[config.mk]
export PLATFORM = sky130hd
export DESIGN_NAME = move_packer
export DESIGN_NICKNAME = d
export VERILOG_FILES = /design/src/rtl/move_packer.sv
export SDC_FILE = /design/constraint.sdc
export NUM_CORES = 1
export LEC_CHECK = 0
export BUFFER_PORTS_ARGS = -buffer_cell sky130_fd_sc_hd__buf_2
export CORE_UTILIZATION = 28
export DETAILED_ROUTE_END_ITERATION = 10
export HOLD_SLACK_MARGIN = 0.03
export SYNTH_ARGS = -nofsm -noshare
export SYNTH_HDL_FRONTEND = slang
export SYNTH_SLANG_ARGS = --single-unit
[constraint.sdc]
create_clock -name clock -period 8.81 [get_ports clock]
set_input_delay 1.762 -clock clock [delete_from_list [all_inputs] [get_ports clock]]
set_output_delay 1.762 -clock clock [all_outputs]
set_load 0.02 [all_outputs]
[src/rtl/move_packer.sv]
// Packs 4-bit solver move codes into a SLOTS-wide move vector for the cube state updater.
// Optional code filtering under MOVE_CHECK_EN; one-cycle issue pulse, holds batch until state_updated.
module move_packer #(
  parameter int          SLOTS = 50,
  parameter logic [3:0]  NOP   = 4'd0
) (
  input  logic                         clock,
  input  logic                         reset,
  input  logic [3:0]                   move_in,
  input  logic                         move_valid,
  input  logic                         move_last,
  input  logic                         state_updated,
  output logic                         move_ready,
  output logic [4*SLOTS-1:0]           moves,
  output logic                         new_moves_ready,
  output logic [$clog2(SLOTS+1)-1:0]   move_count,
  output logic                         bad_move
);

  localparam int CW = $clog2(SLOTS+1);

  typedef enum logic [1:0] {FILL, ISSUE, WAIT} state_t;

  state_t             state_q, state_d;
  logic [4*SLOTS-1:0] moves_q, moves_d;
  logic [CW-1:0]      count_q, count_d;
  logic               xfer;
  logic               code_ok;

  assign xfer = move_valid && (state_q == FILL);

`ifdef MOVE_CHECK_EN
  logic bad_q, bad_d;

  assign code_ok  = (move_in >= 4'd2) && (move_in <= 4'd13);
  assign bad_move = bad_q;

  always_comb begin
    bad_d = bad_q;
    if (xfer && !code_ok) bad_d = 1'b1;
  end

  always_ff @(posedge clock or posedge reset) begin
    if (reset) bad_q <= 1'b0;
    else       bad_q <= bad_d;
  end
`else
  assign code_ok  = 1'b1;
  assign bad_move = 1'b0;
`endif

  always_comb begin
    state_d = state_q;
    moves_d = moves_q;
    count_d = count_q;
    case (state_q)
      FILL: begin
        if (xfer) begin
          // Slot index equals the current count; the count never passes SLOTS.
          if (code_ok && (count_q < CW'(SLOTS))) begin
            for (int k = 0; k < SLOTS; k++) begin
              if (count_q == CW'(k)) moves_d[4*(SLOTS-1-k) +: 4] = move_in;
            end
            count_d = count_q + 1'b1;
          end
          if ((move_last || (count_d == CW'(SLOTS))) && (count_d != '0))
            state_d = ISSUE;
        end
      end
      ISSUE: state_d = WAIT;
      WAIT: begin
        if (state_updated) begin
          moves_d = {SLOTS{NOP}};
          count_d = '0;
          state_d = FILL;
        end
      end
      default: state_d = FILL;
    endcase
  end

  always_ff @(posedge clock or posedge reset) begin
    if (reset) begin
      state_q <= FILL;
      moves_q <= {SLOTS{NOP}};
      count_q <= '0;
    end else begin
      state_q <= state_d;
      moves_q <= moves_d;
      count_q <= count_d;
    end
  end

  assign move_ready      = (state_q == FILL);
  assign new_moves_ready = (state_q == ISSUE);
  assign moves           = moves_q;
  assign move_count      = count_q;

endmodule

==> flow_summary_export.csv <==
group,metric,value,unit
run_status,status,"complete, no violations",
clocking,cts_buffers,24,
synthesis,synthArstFlopShare,1.00,
min_path,hp-start,"moves[64]",
setup_path,rr_startpoint,"move_count[2]",
routing,drtPass1Iterations,4,
floorplan,die_w,185,um
sta,setup_violations,0,
clocking,cts_buffer_depth,3,
min_path,min_delay_path_depth,1,
setup_path,rr_worst_depth,4,
sta,rsz0062_at_grt,"false",
sta,relSlewSlack,0.317,
synthesis,synth_ff_type,"dfrtp_1",
place,port_buffers,216,
synthesis,netlist_instances,634,
sta,layout_min_cycle_time,3.28,ns
sta,max_freq,304,MHz
clocking,cts_tree,"yes",
min_path,hold_end,"moves[64]",
setup_path,crit_fanout,7,
setup_path,worstPathArrival,1.52,ns
floorplan,core,0.0327,mm2
synthesis,synthTopCellsByArea,"dfrtp_1 56%, mux2_4 19%, mux2_2 9.6%",
setup_path,cp.required,7.05,ns
setup_path,critPathBufInv,1,
synthesis,synth_area_leader_cell,"dfrtp_1",
routing,drcViolationCount,0,
min_path,min-delay-path-class,"register to register",
clocking,cts_sinks,208,
place,dpl.hpwl,16600,um
routing,wl,24700,um
setup_path,crit_chain,"nor2b_1 -> buf_2",
cells_and_area,drive_gt1_frac,0.589,
setup_path,path_delay_family,"flip-flops",
floorplan,start_util,0.287,
cells_and_area,fillerInstances,3260,
cells_and_area,register_area,0.00520,mm2
place,place.gp.congestion,0.802,
sta,fin_ws,5.53,ns
routing,wire_per_inst,19.1,um
cells_and_area,nNetsFinal,854,
setup_path,r2r_slack,6.05,ns
clocking,h-tree-depth,1,
floorplan,rows,66,
sta,tns,0,ns
setup_path,critical_path_class,"register to output pin",
sta,clock_skew,0.0128,ns
synthesis,synth_cell_types,47,
grt,track_usage,0.143,
synthesis,seq_area_frac_synth,0.555,
synthesis,synth-seq-cells,208,
clocking,cts_hold_buf,0,
synthesis,syn-num-nets,647,
sta,drv_slew,0,
power,powerDensity,460,mW/mm2
setup_path,slowest_delay,0.59,ns
synthesis,postSynthAreaPerCell,14.8,um2
clocking,post_cts_buffers,0,
power,p_leak,5.82,nW
job,maxCapViolCount,0,
setup_path,critPathSlowestCell,"dfrtp_1",
routing,detail-route-antenna-nets,0,
setup_path,cp-end-kind,"output pin",
grt,grt_pass1_vias,5978,
synthesis,synth_top_area_share,0.555,
clocking,clockRootBuffer,"clkbuf_16",
power,ir_worst_vdd,0.205,mV
synthesis,synth_edf_count,0,
clocking,clk_latency,0.52,ns
cells_and_area,multi_input_area,0.00394,mm2
routing,vias,5800,
grt,antenna_found_initial,3,
floorplan,die_h,185,um
setup_path,critPathLaunchType,"register",
clocking,cts_resized,0,
place,dp_slack,4.98,ns
clocking,clk_pin_slew,0.06,ns
grt,grt_max_degree,142,
sta,min_period_over_period,0.373,
routing,first_iter_violations,221,
grt,grt_pass1_wl,37400,um
cells_and_area,syn_to_final_growth,23.7,%
floorplan,ios,218,
floorplan,die-area,0.0342,mm2
routing,via_per_inst,4.48,
sta,hold_violations,0,
grt,gr-total-overflow,0,
setup_path,reg2reg_to,"moves[140]",
synthesis,synth_area,0.00937,mm2
power,finalPower,5.33,mW
synthesis,ys_warn_count,0,
sta,worstMarginPinSlew,1.02,ns
-- synthesized netlist by cell type, types with 4 or more instances --
master and number:
a21oi_1 6, a21oi_2 10, and2_1 5, buf_2 7, clkbuf_1 28, dfrtp_1 208, ha_1 4, mux2_1 4
mux2_2 80, mux2_4 116, nand2_1 20, nand2_4 29, nand2b_1 4, nand3_1 20, nor2_1 6, nor2b_1 5
o21ai_0 37
-- final cells by class --
type	count	share of cell area
tap	442	0.0477
inverter	3	0.00162
multi-input combinational	381	0.340
timing repair buffer	223	0.0978
antenna	2	0.000432
sequential	208	0.449
clock inverter	6	0.00529
clock buffer	31	0.0585
-- power breakdown --
group	switching [mW]	internal, mW	leakage (nW)
sequential	0.285	1.43	2.55
clock	0.386	0.564	0.363
combinational	1.50	1.16	2.91
total	2.17	3.16	5.82
-- per-stage QoR --
step           area, um2  hold WS [ns]  cells   util
6_report           11600         0.493   1296  0.355
5_1_grt            11600         0.516   1294  0.354
4_1_cts            11600         0.496   1294  0.354
3_5_place_dp       10900         0.478   1257  0.332
3_3_place_gp       10900         0.465   1257  0.332
2_1_floorplan       9370         0.609    634      -
-- worst max-delay path by stage --
stage | to | from | cells after the start | slack [ns]
floorplan | move_count[0] | reset | 1 | 1.37
detailed placement | moves[73] | move_valid | 6 | 4.98
global placement | moves[74] | move_valid | 6 | 5.04
CTS | new_moves_ready | state_q[0] | 2 | 5.51
global route | moves[142] | move_valid | 6 | 5.40
finish | new_moves_ready | state_q[0] | 2 | 5.53
-- cell usage in the layout (no fill, tap or decap), types with 2 or more instances in the layout --
cell type	instances
ha_1	4
o31ai_1	3
nor2_4	2
buf_4	7
a41oi_1	2
dfrtp_1	208
a21oi_2	10
diode_2	2
o21ai_0	37
o211ai_1	2
clkbuf_8	3
nand3_1	20
buf_2	216
clkbuf_1	3
mux2_1	4
clkbuf_16	25
nor2b_1	5
o21bai_1	2
mux2_2	80
o21ai_1	2
nand2_4	29
clkinv_2	3
nor3_1	2
and2_2	4
a21oi_1	6
inv_1	2
o2111ai_1	2
nor2_1	6
nand2b_1	4
a31oi_1	2
mux2_4	116
nand2_1	20
-- kinds of logic (layout without fill, tap and decap cells) --
| group | Yosys count | in the layout | share of synthesized area |
|---|---|---|---|
| fa+ha+maj | 4 | 4 | 0.00534 |
| buf+inv | 45 | 263 | 0.0262 |
| flops | 208 | 208 | 0.555 |
| other cells | 1 | 3 | 0.000400 |
| compound gates | 77 | 77 | 0.0527 |
| simple gates | 98 | 98 | 0.0719 |
| mux | 201 | 201 | 0.288 |
-- layer usage --
metal	share of wire	track usage	up-vias
met5	0.00053	0	-
met4	0.023	0.0354	2
met3	0.071	0.0395	37
met2	0.45	0.227	191
met1	0.45	0.191	2905
li1	-	-	2665
-- state kept, by name (all words and copies together), names as in the netlist --
register / cells
move_count: 6
state_q: 2
moves: 200
(Power assumes the default switching activity.)
